<file path="config.mk">
export PLATFORM = sky130hd
export DESIGN_NAME = button_event_arbiter
export DESIGN_NICKNAME = d
export VERILOG_FILES = /design/src/rtl/button_event_arbiter.sv
export SDC_FILE = /design/constraint.sdc
export NUM_CORES = 1
export LEC_CHECK = 0
export BUFFER_PORTS_ARGS = -buffer_cell sky130_fd_sc_hd__buf_4
export CAP_MARGIN = 20
export CORE_UTILIZATION = 48
export CTS_CLUSTER_DIAMETER = 50
export CTS_CLUSTER_SIZE = 20
export DETAILED_ROUTE_END_ITERATION = 10
export PLACE_DENSITY = 0.74
export SYNTH_ARGS = -nofsm -noshare
export SYNTH_HDL_FRONTEND = slang
export SYNTH_SLANG_ARGS = --single-unit
</file>
<file path="constraint.sdc">
create_clock -name CLK -period 2.85 [get_ports CLK]
set_input_delay 0.285 -clock CLK [delete_from_list [all_inputs] [get_ports CLK]]
set_output_delay 0.285 -clock CLK [all_outputs]
set_load 0.05 [all_outputs]
</file>
<file path="src/rtl/button_event_arbiter.sv">
// rtl/button_event_arbiter.sv - latches button press pulses and arbitrates them round-robin into a valid/ready event stream
//
// Ports:
//   CLK         system clock, all logic on posedge
//   RESET       synchronous active-high reset
//   PULSE       single-cycle press pulses, one bit per button
//   EVT_VALID   event offered to the consumer
//   EVT_ID      index of the offered button
//   EVT_READY   consumer accepts the event
//   PENDING     latched, not-yet-granted requests
//   DROP_COUNT  saturating count of cycles with at least one dropped press
//   BUSY        high whenever the FSM is not idle

module button_event_arbiter #(
    parameter int NUM_BTN        = 5,
    parameter int HOLDOFF_CYCLES = 4,
    parameter int CNT_W          = 8
) (
    input  logic                       CLK,
    input  logic                       RESET,
    input  logic [NUM_BTN-1:0]         PULSE,
    output logic                       EVT_VALID,
    output logic [$clog2(NUM_BTN)-1:0] EVT_ID,
    input  logic                       EVT_READY,
    output logic [NUM_BTN-1:0]         PENDING,
    output logic [CNT_W-1:0]           DROP_COUNT,
    output logic                       BUSY
);

    localparam int ID_W = $clog2(NUM_BTN);
    localparam int HC_W = (HOLDOFF_CYCLES < 1) ? 1 : $clog2(HOLDOFF_CYCLES + 1);

    typedef enum logic [1:0] {
        IDLE    = 2'd0,
        OFFER   = 2'd1,
        HOLDOFF = 2'd2
    } state_t;

    state_t              state;
    state_t              state_next;
    logic [NUM_BTN-1:0]  pending;
    logic [NUM_BTN-1:0]  grant_clr;
    logic [ID_W-1:0]     last_grant;
    logic [ID_W-1:0]     evt_id_q;
    logic [ID_W-1:0]     winner;
    logic [ID_W-1:0]     hi_idx;
    logic [ID_W-1:0]     lo_idx;
    logic                hi_found;
    logic                lo_found;
    logic                grant;
    logic [HC_W-1:0]     hold_cnt;
    logic [HC_W-1:0]     hold_next;
    logic [CNT_W-1:0]    drop_count;
    logic                drop_any;

    // Round-robin pick: the lowest pending index above last_grant wins;
    // if none exists the search wraps, so the lowest pending index overall wins.
    always_comb begin
        hi_found = 1'b0;
        lo_found = 1'b0;
        hi_idx   = '0;
        lo_idx   = '0;
        for (int i = 0; i < NUM_BTN; i++) begin
            if (pending[i] && !hi_found && (i > int'(last_grant))) begin
                hi_found = 1'b1;
                hi_idx   = ID_W'(i);
            end
            if (pending[i] && !lo_found) begin
                lo_found = 1'b1;
                lo_idx   = ID_W'(i);
            end
        end
        winner = hi_found ? hi_idx : lo_idx;
    end

    always_comb begin
        state_next = state;
        hold_next  = hold_cnt;
        grant      = 1'b0;
        case (state)
            IDLE: begin
                if (lo_found) begin
                    grant      = 1'b1;
                    state_next = OFFER;
                end
            end
            OFFER: begin
                if (EVT_READY) begin
                    if (HOLDOFF_CYCLES > 0) begin
                        state_next = HOLDOFF;
                        hold_next  = HC_W'(HOLDOFF_CYCLES);
                    end else begin
                        state_next = IDLE;
                    end
                end
            end
            HOLDOFF: begin
                hold_next = hold_cnt - 1'b1;
                if (hold_cnt == HC_W'(1)) begin
                    state_next = IDLE;
                end
            end
            default: state_next = IDLE;
        endcase
    end

    always_comb begin
        grant_clr = '0;
        if (grant) begin
            grant_clr[winner] = 1'b1;
        end
    end

    // A pulse on the bit being granted this cycle is a fresh request, not a drop.
    assign drop_any = |(PULSE & pending & ~grant_clr);

    always_ff @(posedge CLK) begin
        if (RESET) begin
            state <= IDLE;
        end else begin
            state <= state_next;
        end
    end

    always_ff @(posedge CLK) begin
        if (RESET) begin
            pending    <= '0;
            evt_id_q   <= '0;
            last_grant <= ID_W'(NUM_BTN - 1);
            hold_cnt   <= '0;
            drop_count <= '0;
        end else begin
            pending  <= (pending & ~grant_clr) | PULSE;
            hold_cnt <= hold_next;
            if (grant) begin
                evt_id_q   <= winner;
                last_grant <= winner;
            end
            if (drop_any && (drop_count != {CNT_W{1'b1}})) begin
                drop_count <= drop_count + 1'b1;
            end
        end
    end

    assign EVT_VALID  = (state == OFFER);
    assign BUSY       = (state != IDLE);
    assign EVT_ID     = evt_id_q;
    assign PENDING    = pending;
    assign DROP_COUNT = drop_count;

endmodule

</file>
; After elaboration in Yosys (flattened, before gate mapping)
; Index checks and enable logic that the tools add are counted.
[totals]
reg_bits = 24
latchBits = 0
mem_bits_rw = 0
romBits = 0
out_inout_bits = 18
word_cells = 81
memories = 0
[classes]
add_sub_neg = 2
mul = 0
div_mod_pow = 0
order_cmp = 6
eq_ne = 7
shifts = 0
n_mux = 29
n_bitwise = 5
n_reduce_logical = 26
[op_table]
columns = cell, count
row1 = 2-to-1 mux 3 bit, 6
row2 = bitwise AND 5 bit, 3
row3 = 2-to-1 mux 1 bit, 14
row4 = logical AND 1 bit, 13
row5 = 2-to-1 mux 2 bit, 5
row6 = adder 8 x 1 -> 8 bit (second input constant), 1
row7 = != test 8 bit (second input constant), 1
row8 = zero test 1 bit, 7
row9 = > comparator 2 x 3 -> 1 bit (first input constant), 2
row10 = one-hot mux 2 bit (3 select lines), 1
row11 = one-hot mux 3 bit (2 select lines), 1
row12 = 2-to-1 mux 5 bit, 1
row13 = NOT 5 bit, 1
row14 = bitwise OR 5 bit, 1
row15 = OR reduction 5 bit, 1
row16 = < comparator 3 x 4 -> 1 bit (second input constant), 1
row17 = != test 2 bit (second input constant), 2
row18 = nonzero test 2 bit, 2
row19 = demux 1 bit (select 3 bit), 1
row20 = equality test 3 x 1 -> 1 bit (second input constant), 1
row21 = >= comparator 3 x 1 -> 1 bit (second input constant), 1
row22 = > comparator 1 x 3 -> 1 bit (first input constant), 1
row23 = > comparator 3 bit (first input constant), 1
row24 = AND reduction 3 bit, 1
row25 = other kinds (6), 6

; Logic depth before layout (Yosys ltp)
; Gate-level depths: netlist (run 1).
[logic_depth]
word_depth = 25
ltp_mapped = 9
mapped_depth_nobuf = 8

; Worst setup path before layout (run 1)
; OpenSTA, ideal clock, no wires.
[synth_path]
path_kind = register to register
from = register pending[1], in the netlist PENDING[1]
to = register drop_count[4], in the netlist DROP_COUNT[4]
setup_ps = 123
t_arrival_ps = 2999
required_ps = 2727
slack_ps = -273
path_stages_with_launch = 10
path_buffers = 1
cell_sequence = dfxtp_1 > buf_6 > or3b_1 > a31o_1 > a32oi_4 > mux2_2 > a22o_1 > a22oi_4 > nand4_1 > mux2_1
[synth_between]
elab_chain_len = 24
word_cells_on_any_way = 47
[synth_rtl]
columns = item, line
row1 = "start, declared", 41  ; logic [NUM_BTN-1:0] pending;
row2 = "start signal, assigned", 133  ; pending <= (pending & ~grant_clr) | PULSE;
row3 = logical AND 1 bit, 64  ; if (pending[i] && !hi_found && (i > int'(last_grant))) begin
row4 = 2-to-1 mux 1 bit, 64
row5 = zero test 1 bit, 64
row6 = logical AND 1 bit (2 in series), 64
row7 = 2-to-1 mux 1 bit, 64
row8 = zero test 1 bit, 64
row9 = logical AND 1 bit (2 in series), 64
row10 = 2-to-1 mux 1 bit, 64
row11 = [... 6 more ...], n/a
row12 = logical AND 1 bit (not written as such), 110  ; grant_clr[winner] = 1'b1;
row13 = 2-to-1 mux 1 bit (not written as such), 110
row14 = demux 1 bit (select 3 bit), 110
row15 = 2-to-1 mux 5 bit, 109  ; if (grant) begin
row16 = NOT 5 bit, 115  ; assign drop_any = |(PULSE & pending & ~grant_clr);
row17 = bitwise AND 5 bit (*), 115
row18 = OR reduction 5 bit (*), 115
row19 = logical AND 1 bit (*), 139  ; if (drop_any && (drop_count != {CNT_W{1'b1}})) begin
row20 = "end signal, assigned", 140  ; drop_count <= drop_count + 1'b1;
row21 = "end, declared", 53  ; logic [CNT_W-1:0] drop_count;
; Every way passes the cells marked *; elsewhere a longest branch is shown, timed or not.
; A chain may end at the register's enable or synchronous reset.

; Final worst setup path (run 1)
; Same ends and word-level chain as after synthesis.

==> results of run 1 <==
-- metal layers --
metal  part of all wire  wire (µm)  track usage  vias up
li1                   -          -            -      592
met1               0.46       1270        0.262      551
met2               0.50       1380        0.371       17
met3              0.029         81       0.0402        5
met4              0.012         34       0.0877        0
met5                  0          0            0        -
-- final cells by class --
class	count	area, µm²
fill	225	955
multi-input combinational	112	736
sequential	22	447
timing repair buffer	30	225
inverter	11	41.3
tap	30	37.5
clock buffer	4	36.3
-- sequential cells by signal, indices dropped and copies added (netlist names) --
register    count
hold_cnt        3
last_grant      3
PENDING         5
EVT_ID          1
state           2
DROP_COUNT      8
-- worst reg2reg max path, cell delays in order (launching register included) --
cell,delay (ps)
dfxtp_4,420
or3b_1,360
a31o_1,260
a32oi_4,250
mux2_2,370
a22o_1,240
a22oi_4,280
nand4_1,140
mux2_1,330
-- kinds of logic (layout without fill, tap and decap cells) --
family | Yosys count | after routing | synth area share
compound gates | 42 | 42 | 0.261
fa+ha+maj | 3 | 3 | 0.0300
xor+xnor | 2 | 2 | 0.0140
mux | 4 | 4 | 0.0350
flops | 22 | 22 | 0.352
simple gates | 61 | 61 | 0.246
buf+inv | 17 | 45 | 0.0629
-- power by group through the flow --
| stage | combinational, mW | clock, mW | sequential (mW) |
|---|---|---|---|
| finish | 0.359 | 0.176 | 0.383 |
| floorplan | 0.214 | 0 | 0.430 |
| CTS | 0.347 | 0.179 | 0.382 |
| detailed placement | 0.345 | 0 | 0.389 |
| global route | 0.386 | 0.196 | 0.389 |
| global placement | 0.341 | 0 | 0.386 |
-- through the flow --
stage	total power [mW]	instances	utilization
2_1_floorplan	0.645	151	-
3_3_place_gp	0.727	203	0.592
3_5_place_dp	0.734	203	0.592
4_1_cts	0.908	207	0.607
5_1_grt	0.971	209	0.615
6_report	0.917	209	0.615
-- layout by cell type (no fill, tap or decap), drive strengths merged, types with 3 or more instances in the layout --
master,netlist,final
buf,3,30
dfxtp,22,22
nor2,18,18
a21oi,17,17
nand2,14,14
inv,11,11
nand2b,9,9
nor2b,7,7
o21ai,4,4
clkbuf,3,4
nand3,3,3
ha,3,3
mux2,3,3
-- worst paths after layout --
kind,slack (ps),to
worst max-delay path,110,DROP_COUNT[4]
worst min-delay path,190,PENDING[0]
worst max register to register,110,DROP_COUNT[4]
worst min register to register,470,EVT_ID[2]
-- timing repair --
item / CTS / global route
setup endpoints to repair: 0 / 2
gates resized for setup: 0 / 2
endpoints found under the hold margin: 0 / 0
buffers inserted: 0 / 2
==> metrics.md, run 1 <==
| Metric | Value |
|---|---|
| Setup total negative slack | 0 ps |
| Port Buffers | 25 |
| Pre-CTS setup slack | 121 ps |
| Final ANT Viol Nets | 0 |
| Worst Slack Setup Final | 108 ps |
| Row count | 18 |
| Register share of total power | 0.417 |
| Io pins | 26 |
| Core area | 2480 µm² |
| Area of placed instances | 1470 µm² |
| Worst Max-Slew Pin Slew | 457 ps |
| Worst Hold Class | primary input to flip-flop |
| Ys flop type | dfxtp_1 |
| Clk slew on worst S/H paths | 120 ps |
| P_sw | 359 µW |
| Clk root buf | clkbuf_4 |
| Nets | 191 |
| Hold_buf cts | 0 |
| Worst path bufs/invs | 0 |
| CP Capture Type | flip-flop |
| Antenna cell count | 0 |
| Global-route wire length before repair | 4.46 mm |
| Drt wl/cell | 13.3 µm |
| WL final | 2.77 mm |
| Number of flops mapped to enable cells by yosys | 0 |
| Critical Path RT | 3060 ps |
| Final HPWL from detailed placement | 2.05 mm |
| Critical path type | flip-flop to flip-flop |
| Vias in the first global route | 1046 |
| Hold_sp | PULSE[0] |
| CP max stage delay | 420 ps |
| CTS sink cnt | 22 |
| Clock Skew | 2.70 ps |
| Largest cells by area after synthesis | dfxtp_1, a21oi_1, nor2_1 |
| Yosys warning count | 0 |
| Power share of the combinational group | 0.391 |
| Internal | 558 µW |
| Max Root-Sink Buffers | 2 |
| CTS tree | done |
| Initial antenna violation count | 0 |
| DRT iter0 DRCs | 25 |
| Critical-path cell list | or3b_1 > a31o_1 > a32oi_4 > mux2_2 > a22o_1 > a22oi_4 > nand4_1 > mux2_1 |
| Critical Path Source | PENDING[1] |
| Chip width | 53.1 µm |
| Die Footprint | 2820 µm² |
| Critical path's top delay family | compound AO/OA/AOI/OAI gates |
| Slowest cell on the critical path | dfxtp_4 |
| Synthesized cell area | 1250 µm² |
| Worst path depth | 8 |
| Slew headroom | 0.693 |
| Max_cap viols | 0 |
| Post-synthesis sequential area ratio | 0.352 |
| Worst Setup Start Kind | flip-flop |
| First-pass iteration count of the detailed router | 4 |
| Total grt overflow | 0 |
| Count leader, synth | dfxtp_1 |
| Hold Fails Final Rpt | 0 |
| Reg2Reg Depth | 8 |
| Final Cell Area | 1520 µm² |
| Die Y | 53.1 µm |
| Largest area contributor in the netlist | dfxtp_1 |
| Synthesized area per cell | 8.29 µm² |
| Netlist cell types | 44 |
| P_leak | 0.674 nW |
| PwrDens | 602 nW/µm² |
| Hold Crit Depth | 3 |
| Hold WS | 192 ps |
| Area growth from synthesis to layout | 21.6% |
| Switching portion of total power | 0.391 |
| Maximum clock frequency | 365 MHz |
| Largest net degree at the start of global routing | 25 |
| Clk_lat worst skew | 310 ps |
| Number of remaining DRC errors | 0 |
| FF+latch count, synth | 22 |
| CP max FO | 10 |
| Synth top area share | 0.352 |
| Layout cells sized above 1 | 0.257 |
| Asr flop ratio synth | 0 |
| CTS H-tree lvls | 1 |
| Arr. time, crit path | 2950 ps |
| Status | complete, no violations |
| Aggregate global-route resource usage | 0.216 |
| Count of pins over their slew limit | 0 |
| Total CTS buffers | 3 |
| Reg-to-Reg Start | PENDING[1] |
| Syn nets | 162 |
| Peak VDD IR | 0.410 mV |
| Commonest cells in the netlist | dfxtp_1, nor2_1, a21oi_1 |
| Vias after detailed routing | 1165 |
| Clock power frac | 0.192 |
| Final Critical Period | 2740 ps |
| # setup viols final | 0 |
| Initial Utilization | 0.506 |
| Cells after synthesis | 151 |
| DR vias/cell | 5.57 |
| Final period util | 0.962 |
| RD Place Congestion | 0.935 |
Note: power is estimated with default switching activity, not from simulation.
==> inputs of run 2 (changes only) <==
--- a/config.mk
+++ b/config.mk
@@ -5,9 +5,10 @@
 export SDC_FILE = /design/constraint.sdc
 export NUM_CORES = 1
 export LEC_CHECK = 0
+export ABC_CLOCK_PERIOD_IN_PS = 2700
 export BUFFER_PORTS_ARGS = -buffer_cell sky130_fd_sc_hd__buf_4
 export CAP_MARGIN = 20
-export CORE_UTILIZATION = 48
+export CORE_UTILIZATION = 50
 export CTS_CLUSTER_DIAMETER = 50
 export CTS_CLUSTER_SIZE = 20
 export DETAILED_ROUTE_END_ITERATION = 10
==> constraint.sdc (replaced) <==
create_clock -name CLK -period 2.7 [get_ports CLK]
set_input_delay 0.27 -clock CLK [delete_from_list [all_inputs] [get_ports CLK]]
set_output_delay 0.27 -clock CLK [all_outputs]
set_load 0.05 [all_outputs]
==> run 2 against run 1 <==
  * Final cell count rose by 0.96%
  * Clock skew decreased by 1.9 ps
  * Power increased by 6.6%
  * Critical endpoint is now DROP_COUNT[5]
  * Largest cell class unchanged
==> metrics.md, run 2 (synthesis gave the netlist of run 1 again) <==
| Metric | Value |
|---|---|
| DRT iter0 DRCs | 31 |
| Clk_lat worst skew | 310 ps |
| Clock Skew | 0.838 ps |
| CTS sink cnt | 22 |
| Global-route wire length before repair | 4.42 mm |
| Number of remaining DRC errors | 0 |
| Antenna cell count | 0 |
| Critical path's top delay family | compound AO/OA/AOI/OAI gates |
| Row count | 17 |
| Largest net degree at the start of global routing | 25 |
| Final period util | 0.957 |
| Critical path type | flip-flop to flip-flop |
| Reg-to-Reg Start | PENDING[1] |
| Final ANT Viol Nets | 0 |
| Critical-path cell list | or3b_1 > a31o_1 > a32oi_4 > mux2_4 > a22o_1 > a22oi_4 > nand4_1 > mux2_1 |
| P_leak | 0.703 nW |
| Slew headroom | 0.671 |
| Worst path bufs/invs | 0 |
| Maximum clock frequency | 387 MHz |
| Final HPWL from detailed placement | 2.09 mm |
| Vias after detailed routing | 1194 |
| Initial antenna violation count | 0 |
| Critical Path Source | PENDING[1] |
| Fin util | 0.683 |
| Hold Fails Final Rpt | 0 |
| First-pass iteration count of the detailed router | 4 |
| Fin cells | 211 |
| Vias in the first global route | 1041 |
| RSZ-0062 raised after global routing | no |
| Status | complete, no violations |
| Area growth from synthesis to layout | 24.1% |
| DR vias/cell | 5.66 |
| Peak VDD IR | 0.477 mV |
| WL final | 2.72 mm |
| Core area | 2280 µm² |
| Count of pins over their slew limit | 0 |
| Max_cap viols | 0 |
| Worst Max-Slew Pin Slew | 490 ps |
| Setup total negative slack | 0 ps |
| Aggregate global-route resource usage | 0.223 |
| Final Critical Period | 2590 ps |
| CTS H-tree lvls | 1 |
| Setup crit end | DROP_COUNT[5] |
| Die Y | 52.1 µm |
| Drt wl/cell | 12.9 µm |
| Nets | 195 |
| RD Place Congestion | 0.912 |
| R2r setup slk | 110 ps |
| Worst Hold Class | primary input to flip-flop |
| Slowest cell on the critical path | dfxtp_4 |
| Total grt overflow | 0 |
| Reg2reg end | DROP_COUNT[5] |
| Most common cell after layout, fill and taps aside | buf_4 |
| Port Buffers | 25 |
| # setup viols final | 0 |
| CP max FO | 6 |
| Critical Path RT | 2910 ps |
| Total CTS buffers | 3 |
| Final Cell Area | 1550 µm² |
| Most frequent cells in the layout | buf_4, nor2_1, dfxtp_1, a21oi_1, nand2_1 |
| CTS tree | done |
| CP Capture Type | flip-flop |
| Arr. time, crit path | 2790 ps |
| Reg2Reg Depth | 8 |
| Clk slew on worst S/H paths | 120 ps |
| Worst path depth | 8 |
| Clk root buf | clkbuf_4 |
| Layout cells sized above 1 | 0.279 |
| Hold Crit Depth | 3 |
| Worst Setup Start Kind | flip-flop |
| Max reg flops | 8 |
| Io pins | 26 |
| Final Power | 978 µW |
| Dpl cells | 204 |
| Chip width | 52.1 µm |
| PwrDens | 629 nW/µm² |
| Die Footprint | 2710 µm² |
| Initial Utilization | 0.550 |
| Area of placed instances | 1490 µm² |
| Max Root-Sink Buffers | 2 |
| CP max stage delay | 400 ps |
## run 2: layout make-up
class	instances	area (µm²)
clock buffer	4	36.3
fill	193	722
inverter	11	41.3
multi-input combinational	112	737
sequential	22	449
tap	28	35.0
timing repair buffer	34	255
## run 2: routing by layer
| metal | share of wire | global-route usage |
|---|---|---|
| met1 | 0.43 | 0.266 |
| met2 | 0.49 | 0.378 |
| met5 | 0 | 0 |
| met4 | 0.011 | 0.0721 |
| met3 | 0.064 | 0.0673 |
## run 2: through the flow
step	hold slack [ps]	setup WS, ps
2_1_floorplan	386	-50.5
3_3_place_gp	446	168
3_5_place_dp	457	102
4_1_cts	172	83.9
5_1_grt	186	6.54
6_report	180	115
## run 2: report_power, final
group | internal [mW] | switching [mW]
Clock | 0.0823 | 0.101
Combinational | 0.158 | 0.239
Sequential | 0.359 | 0.0395
## run 2: worst min path at each step
stage                      end      start  slack [ps]
floorplan           PENDING[1]   PULSE[1]         390
global placement     EVT_ID[2]  EVT_ID[2]         450
detailed placement   EVT_ID[2]  EVT_ID[2]         460
CTS                 PENDING[0]   PULSE[0]         170
global route        PENDING[2]   PULSE[2]         190
finish              PENDING[0]   PULSE[0]         180
## run 2: repair_timing
item / CTS / global route
hold buffers: 0 / 0
endpoints found under the hold margin: 0 / 0
endpoints found under the setup margin: 0 / 3
setup buffers: 0 / 3
resized for setup: 0 / 2
## run 2: worst min-delay path, stage by stage
cell	delay [ps]
buf_4	80
a21oi_1	30
nor2_1	70
